[config.mk]
export PLATFORM = sky130hd
export DESIGN_NAME = dec_nx2n_bist
export DESIGN_NICKNAME = d
export VERILOG_FILES = /design/src/rtl/dec_nx2n_bist.sv
export SDC_FILE = /design/constraint.sdc
export NUM_CORES = 1
export LEC_CHECK = 0
export ABC_AREA = 1
export CAP_MARGIN = 25
export CORE_UTILIZATION = 45
export DETAILED_ROUTE_END_ITERATION = 12
export HOLD_SLACK_MARGIN = 0.06
export PLACE_DENSITY = 0.79
export SLEW_MARGIN = 20
export SYNTH_ARGS = -nofsm -noshare
export SYNTH_HDL_FRONTEND = slang
export SYNTH_SLANG_ARGS = --single-unit
[constraint.sdc]
create_clock -name clk -period 1.94 [get_ports clk]
set_input_delay 0.194 -clock clk [delete_from_list [all_inputs] [get_ports clk]]
set_output_delay 0.194 -clock clk [all_outputs]
set_load 0.1 [all_outputs]
[src/rtl/dec_nx2n_bist.sv]
// Registered N-to-2^N one-hot decoder with a single-line stuck-at fault injector and a BIST sweep.
// Define DEC_FAULT_INJ_EN to build the fault register; without it the decoder output is never forced.
module dec_nx2n_bist #(
  parameter int N = 4
) (
  input  logic           clk,
  input  logic           rst_n,
  input  logic           en,
  input  logic [N-1:0]   a,
  output logic [2**N-1:0] d,
  input  logic           fault_we,
  input  logic           fault_on,
  input  logic [N-1:0]   fault_idx,
  input  logic           fault_val,
  input  logic           bist_start,
  output logic           bist_busy,
  output logic           bist_done,
  output logic           bist_pass,
  output logic [N:0]     err_cnt,
  output logic [N-1:0]   first_err
);

  localparam int W = 2**N;
  localparam logic [W-1:0] ONE = W'(1);
  localparam logic [N:0] LAST = (N+1)'(W-1);

  typedef enum logic [1:0] {IDLE, RUN, DONE} state_t;

  state_t         state;
  logic [N:0]     cnt;
  logic           first_seen;
  logic [W-1:0]   raw_run, raw_norm, fault_run, fault_norm;
  logic           mismatch;
  logic [N:0]     err_nxt;
  logic           cfg_ok;

  assign cfg_ok = (state == IDLE) || (state == DONE);

`ifdef DEC_FAULT_INJ_EN
  logic           fault_on_r;
  logic [N-1:0]   fault_idx_r;
  logic           fault_val_r;

  // Writes while the sweep runs are dropped, so a sweep always sees one fixed fault.
  always_ff @(posedge clk or negedge rst_n) begin
    if (!rst_n) begin
      fault_on_r  <= 1'b0;
      fault_idx_r <= '0;
      fault_val_r <= 1'b0;
    end else if (fault_we && cfg_ok) begin
      fault_on_r  <= fault_on;
      fault_idx_r <= fault_idx;
      fault_val_r <= fault_val;
    end
  end
`else
  logic unused_fault;
  assign unused_fault = &{1'b0, fault_we, fault_on, fault_idx, fault_val};
`endif

  // The force is applied after enable gating, so a stuck-at-1 shows even with en low.
  always_comb begin
    raw_run    = ONE << cnt[N-1:0];
    raw_norm   = en ? (ONE << a) : '0;
    fault_run  = raw_run;
    fault_norm = raw_norm;
`ifdef DEC_FAULT_INJ_EN
    if (fault_on_r) begin
      fault_run[fault_idx_r]  = fault_val_r;
      fault_norm[fault_idx_r] = fault_val_r;
    end
`endif
    mismatch = (fault_run != raw_run);
    err_nxt  = err_cnt + {{N{1'b0}}, mismatch};
  end

  // Handshake: bist_start is a level sampled only in IDLE; bist_busy is high for the
  // whole sweep, then bist_done pulses for one cycle with results already valid.
  always_ff @(posedge clk or negedge rst_n) begin
    if (!rst_n) begin
      state      <= IDLE;
      cnt        <= '0;
      first_seen <= 1'b0;
      d          <= '0;
      bist_busy  <= 1'b0;
      bist_done  <= 1'b0;
      bist_pass  <= 1'b0;
      err_cnt    <= '0;
      first_err  <= '0;
    end else begin
      case (state)
        IDLE: begin
          bist_done <= 1'b0;
          if (bist_start) begin
            state      <= RUN;
            cnt        <= '0;
            err_cnt    <= '0;
            first_err  <= '0;
            bist_pass  <= 1'b0;
            first_seen <= 1'b1;
            bist_busy  <= 1'b1;
            d          <= '0;
          end else begin
            d <= fault_norm;
          end
        end
        RUN: begin
          d       <= '0;
          err_cnt <= err_nxt;
          if (mismatch && first_seen) begin
            first_err  <= cnt[N-1:0];
            first_seen <= 1'b0;
          end
          cnt <= cnt + (N+1)'(1);
          if (cnt == LAST) begin
            state     <= DONE;
            bist_busy <= 1'b0;
            bist_done <= 1'b1;
            bist_pass <= (err_nxt == '0);
          end
        end
        DONE: begin
          bist_done <= 1'b0;
          d         <= fault_norm;
          state     <= IDLE;
        end
        default: begin
          state     <= IDLE;
          bist_busy <= 1'b0;
          bist_done <= 1'b0;
          d         <= '0;
        end
      endcase
    end
  end

endmodule

==> results of run 1 <==
[through the flow]
step	utilization (%)	cell area (um^2)	total power [uW]	instances
4_1_cts	59.7	1350	1660	167
3_5_place_dp	58.1	1310	1400	163
5_1_grt	59.7	1350	1740	167
6_report	59.7	1350	1640	167
3_3_place_gp	58.1	1310	1370	163
2_1_floorplan	-	1120	1260	117
[cell usage after synthesis, drive strengths merged]
library cell / number
a21oi: 1
nand2: 17
ha: 2
o22ai: 1
dfrtp: 26
nand4: 3
nor2: 21
conb: 1
inv: 13
buf: 9
nand3: 14
o21ai: 1
[worst paths after layout]
check                                            from               endpoint  cells after the start
worst max-delay path               cnt[0]$_DFFE_PN0P_  bist_busy$_DFFE_PN0P_                      9
worst min-delay path                            rst_n   state[1]$_DFFE_PN0P_                      2
worst max register to register     cnt[0]$_DFFE_PN0P_  bist_busy$_DFFE_PN0P_                      9
worst min register to register  bist_pass$_DFFE_PN0P_  bist_pass$_DFFE_PN0P_                      2
max in group asynchronous                       rst_n     cnt[4]$_DFFE_PN0P_                      2
min in group clk                bist_pass$_DFFE_PN0P_  bist_pass$_DFFE_PN0P_                      2
[cell usage in the layout, fill, tap and decap left out]
cell type	n
dfrtp_1	26
nor2_1	21
buf_4	20
nand3_1	14
nand2_1	14
inv_1	10
conb_1	9
clkdlybuf4s50_1	7
clkbuf_4	3
inv_2	2
nand4_4	2
nand2_2	2
ha_1	2
nand2_4	1
inv_4	1
nand4_1	1
o21ai_2	1
a21oi_1	1
o22ai_1	1
clkbuf_8	1
[worst max-delay path, cell delays in order (launching register included)]
cell and delay (ps):
dfrtp_1 440, ha_1 190, nand2_1 70, nor2_1 100
ha_1 190, inv_1 60, nand2_2 60, nand2_1 50
nand2_1 50, inv_1 30
[logic make-up after synthesis]
| logic type | Yosys count |
|---|---|
| AND/OR/NAND/NOR | 55 |
| flip-flops | 26 |
| buffers and inverters | 22 |
| AO/OA/AOI/OAI | 3 |
| adder cells (fa/ha/maj) | 2 |
| other | 1 |
[cell type report]
| cell class | count | area [um^2] |
|---|---|---|
| well taps | 28 | 35.0 |
| inverters | 13 | 51.3 |
| repair buffers | 27 | 220 |
| fillers | 216 | 908 |
| multi-input cells | 69 | 353 |
| flip-flops and latches | 26 | 651 |
| clock buffers | 4 | 36.3 |
[sequential cells by signal (all words and copies together) (netlist names)]
name       flops
bist_done      1
bist_pass      1
bist_busy      1
d             16
state          2
cnt            5
[where the power goes]
| part | switching (uW) | internal (uW) |
|---|---|---|
| clock network | 145 | 114 |
| logic | 515 | 164 |
| registers | 72.2 | 632 |
| total | 733 | 911 |
[per-layer routing]
metal / track usage [%] / part of all wire [%] / routed length (um)
met1: 19.6 / 41 / 816
met2: 30.3 / 52 / 1020
met3: 5.36 / 6.5 / 128
met4: 1.35 / 0 / 0
met5: 0 / 0 / 0
==> impl_metrics.tcl, run 1 <==
set metrics [dict create \
    status "complete, no violations" \
    areaGrowthSynthToFinish_pct 23.3 \
    cts-resized-gates 0 \
    fmax_mhz 744 \
    post_cts_buffers 0 \
    synth.area.mux_share_pct 0 \
    cts_made_buffers 3 \
    holdBufCountCts 0 \
    fin_ws_ps 596 \
    whs_ps 242 \
    insertion_delay_ps 300 \
    irDropWorstVdd_mv 0.679 \
    synth_fa_ha_area_share_pct 2.29 \
    remaining_drc_errors 0 \
    synth_top_area_share_pct 59.6 \
    cp_data_arrival_time_ps 1560 \
    leakagePower_uw 0.000719 \
    power-per-cell-area_nw_per_um2 1220 \
    crit_path_end_kind "register" \
    routabilityCongestion 0.729 \
    place_worst_setup_slack_ps 623 \
    maxCapViolCount 0 \
    drt_first_pass_iters 4 \
    fin_nets 157 \
    synth.distinct_cells 17 \
    grt_pass1_wl_mm 3.24 \
    htree_levels 1 \
    cts.path.max_buffers 2 \
    vias 801 \
    netlist_instances 109 \
    grt_pass1_vias 769 \
    cp-start-kind "register" \
    synthSimpleGateAreaFrac_pct 25.1 \
    cts_tree "yes" \
    antenna_found_initial 0 \
    synth-seq-cells 26 \
    rsz0062_at_grt "no" \
    diodes 0 \
    clk_pin_slew_ps 130 \
    yosysTopAreaCell "dfrtp_1" \
    finalSetupTns_ps 0 \
    crit_type "reg2reg" \
    syn-cell-area_um2 1090 \
    boundaryPins 43 \
    critPathMaxFanout 5 \
    synth_top_family_by_area "simple AND/OR/NAND/NOR gates" \
    fin_crit_ps 1340 \
    rrSetupSlack_ps 600 \
    yosysWarningCount 0 \
    slew_viol_final 0 \
    io_buffers 26 \
    rows 17 \
    first_iter_violations 12 \
    synth-seq-area-share_pct 59.6 \
    cp.required_ps 2150 \
    synthXorXnorAreaFrac_pct 0 \
    start_util_pct 48.4 \
    hold_path.class "in2async" \
    finalCritPeriodShare_pct 69.3 \
    numClockSinks 26 \
    layout-drive-gt1-share_pct 23.7 \
    wl_per_cell_um 11.8 \
    post_drt_via_cell_ratio 4.80 \
    yosys-top-cells-area "dfrtp_1 60%, nor2_1 7.2%, nand3_1 6.4%" \
    setup_violations 0 \
    syn_avg_cell_area_um2 10.0 \
    dpl.hpwl_mm 1.54 \
    die_area_um2 2630 \
    synth_compound_area_share_pct 1.83 \
    coreArea_um2 2250 \
    die_h_um 51.3 \
    fin_skew_ps 4.86 \
    cts-root-buf "clkbuf_4" \
    drt_wl_total_mm 1.97 \
    drtAntennaViolNets 0 \
    overflow 0 \
    grt_max_degree 27 \
    die_w_um 51.3 \
    grt_use_total_pct 16.5 \
    hold_viol_final 0 \
]
No activity file was read; power rests on OpenSTA's default activity.
==> inputs of run 2 (changes only) <==
--- a/config.mk
+++ b/config.mk
@@ -7,10 +7,10 @@
 export LEC_CHECK = 0
 export ABC_AREA = 1
 export CAP_MARGIN = 25
-export CORE_UTILIZATION = 45
+export CORE_UTILIZATION = 38
 export DETAILED_ROUTE_END_ITERATION = 12
 export HOLD_SLACK_MARGIN = 0.06
-export PLACE_DENSITY = 0.79
+export PLACE_DENSITY = 0.71
 export SLEW_MARGIN = 20
 export SYNTH_ARGS = -nofsm -noshare
 export SYNTH_HDL_FRONTEND = slang
==> constraint.sdc (replaced) <==
create_clock -name clk -period 1.1 [get_ports clk]
set_input_delay 0.11 -clock clk [delete_from_list [all_inputs] [get_ports clk]]
set_output_delay 0.11 -clock clk [all_outputs]
set_load 0.1 [all_outputs]
==> impl_metrics.tcl, run 2 (synthesis results as in run 1) <==
set metrics [dict create \
    status "finished with violations" \
    violations "negative setup slack" \
    layout_common_cells "25 x dfrtp_1, 20 x buf_12, 19 x nor2_1" \
    cp.required_ps 1330 \
    routabilityCongestion 0.755 \
    layout_commonest_cell "dfrtp_1" \
    cp_data_arrival_time_ps 1440 \
    crit_type "reg2reg" \
    rsz0062_at_grt "yes" \
    fmax_mhz 825 \
    slew_viol_final 0 \
    grt_use_total_pct 16.5 \
    cts.path.max_buffers 2 \
    reg_top3 "d: 16 flops, cnt: 5 flops, state: 2 flops" \
    antenna_found_initial 0 \
    fin_ws_ps -112 \
    insertion_delay_ps 320 \
    maxCapViolCount 0 \
    diodes 0 \
    clk_pin_slew_ps 140 \
    grt_max_degree 27 \
    hold_path.class "in2async" \
    drtAntennaViolNets 0 \
    fin_skew_ps 8.46 \
    power-per-cell-area_nw_per_um2 1990 \
    numClockSinks 26 \
    vias 841 \
    crit_path_end_kind "register" \
    remaining_drc_errors 0 \
    cp-start-kind "register" \
    boundaryPins 43 \
    finalCritPeriodShare_pct 110 \
    grt_pass1_vias 872 \
    areaGrowthSynthToFinish_pct 54.3 \
    first_iter_violations 8 \
    critPathMaxFanout 3 \
    drt_wl_total_mm 2.34 \
    dpl.hpwl_mm 1.73 \
    coreArea_um2 2730 \
    overflow 0 \
    die_h_um 55.6 \
    die_w_um 55.6 \
    leakagePower_uw 0.000806 \
    layout-drive-gt1-share_pct 32.9 \
    cts_tree "yes" \
    irDropWorstVdd_mv 1.40 \
    totalPowerFinal_uw 3360 \
    place_worst_setup_slack_ps -170 \
    io_buffers 26 \
    htree_levels 1 \
    wl_per_cell_um 13.2 \
    die_area_um2 3090 \
    cts_made_buffers 3 \
    post_drt_via_cell_ratio 4.75 \
    regMostFlops "d" \
    holdBufCountCts 0 \
    grt_pass1_wl_mm 3.78 \
    hold_viol_final 0 \
    cts-root-buf "clkbuf_4" \
    fin_crit_ps 1210 \
    setup_violations 5 \
    fin_nets 164 \
    drt_first_pass_iters 4 \
    start_util_pct 40.0 \
    rows 19 \
    largest_register_ffs 16 \
]
==> run 2: through the flow <==
stage / util, % / area, um^2 / std cells / hold WS, ps / TNS [ps]
finish: 61.6 / 1690 / 177 / 125 / -314
global route: 61.6 / 1690 / 177 / 130 / -702
CTS: 60.2 / 1650 / 175 / 125 / -474
global placement: 58.1 / 1590 / 169 / 483 / -408
floorplan: - / 1120 / 117 / -186 / -405
detailed placement: 58.1 / 1590 / 169 / 483 / -791
==> run 2: area by class of cell <==
type	instances	area, um^2
inverter	13	51.3
sequential	26	652
multi-input combinational	69	394
tap	31	38.8
fill	223	1050
timing repair buffer	34	523
clock buffer	4	26.3
==> run 2: where the power goes <==
| group | internal, uW | switching, uW | total (uW) |
|---|---|---|---|
| registers | 1120 | 134 | 1250 |
| logic | 622 | 1070 | 1700 |
| clock network | 142 | 266 | 408 |
| total | 1880 | 1470 | 3360 |
==> run 2: critical path, stage by stage, from the launching register on <==
cell and delay (ps):
dfrtp_1 390, ha_2 190, nand2_2 70, nor2_4 110, ha_4 150, inv_2 30
nand2_2 60, nand2_2 50, nand2_1 50, inv_1 30
==> run 2: metal layers <==
metal / up-vias / GRT usage, % / share of wire [%]
met5: - / 0 / 0
met2: 23 / 29.6 / 56
met4: 0 / 8.57 / 1.8
li1: 399 / - / -
met1: 415 / 16.6 / 35
met3: 4 / 6.05 / 7.3
==> run 2: path summary, 6_finish.rpt <==
kind | slack [ps] | cells past startpoint | end | startpoint
worst max-delay path | -110 | 9 | bist_busy$_DFFE_PN0P_ | cnt[1]$_DFFE_PN0P_
worst min-delay path | 120 | 2 | state[1]$_DFFE_PN0P_ | rst_n
worst max register to register | -110 | 9 | bist_busy$_DFFE_PN0P_ | cnt[1]$_DFFE_PN0P_
worst min register to register | 550 | 2 | bist_pass$_DFFE_PN0P_ | bist_pass$_DFFE_PN0P_
max in group asynchronous | 820 | 2 | d[14]$_DFF_PN0_ | rst_n
min in group clk | 460 | 3 | d[15]$_DFF_PN0_ | a[2]
==> run 2: what timing repair did <==
item | in CTS | in global routing
buffers inserted | 2 | 2
gates resized for setup | 6 | 5
pin swaps | 9 | 5
setup endpoints to repair | 6 | 6
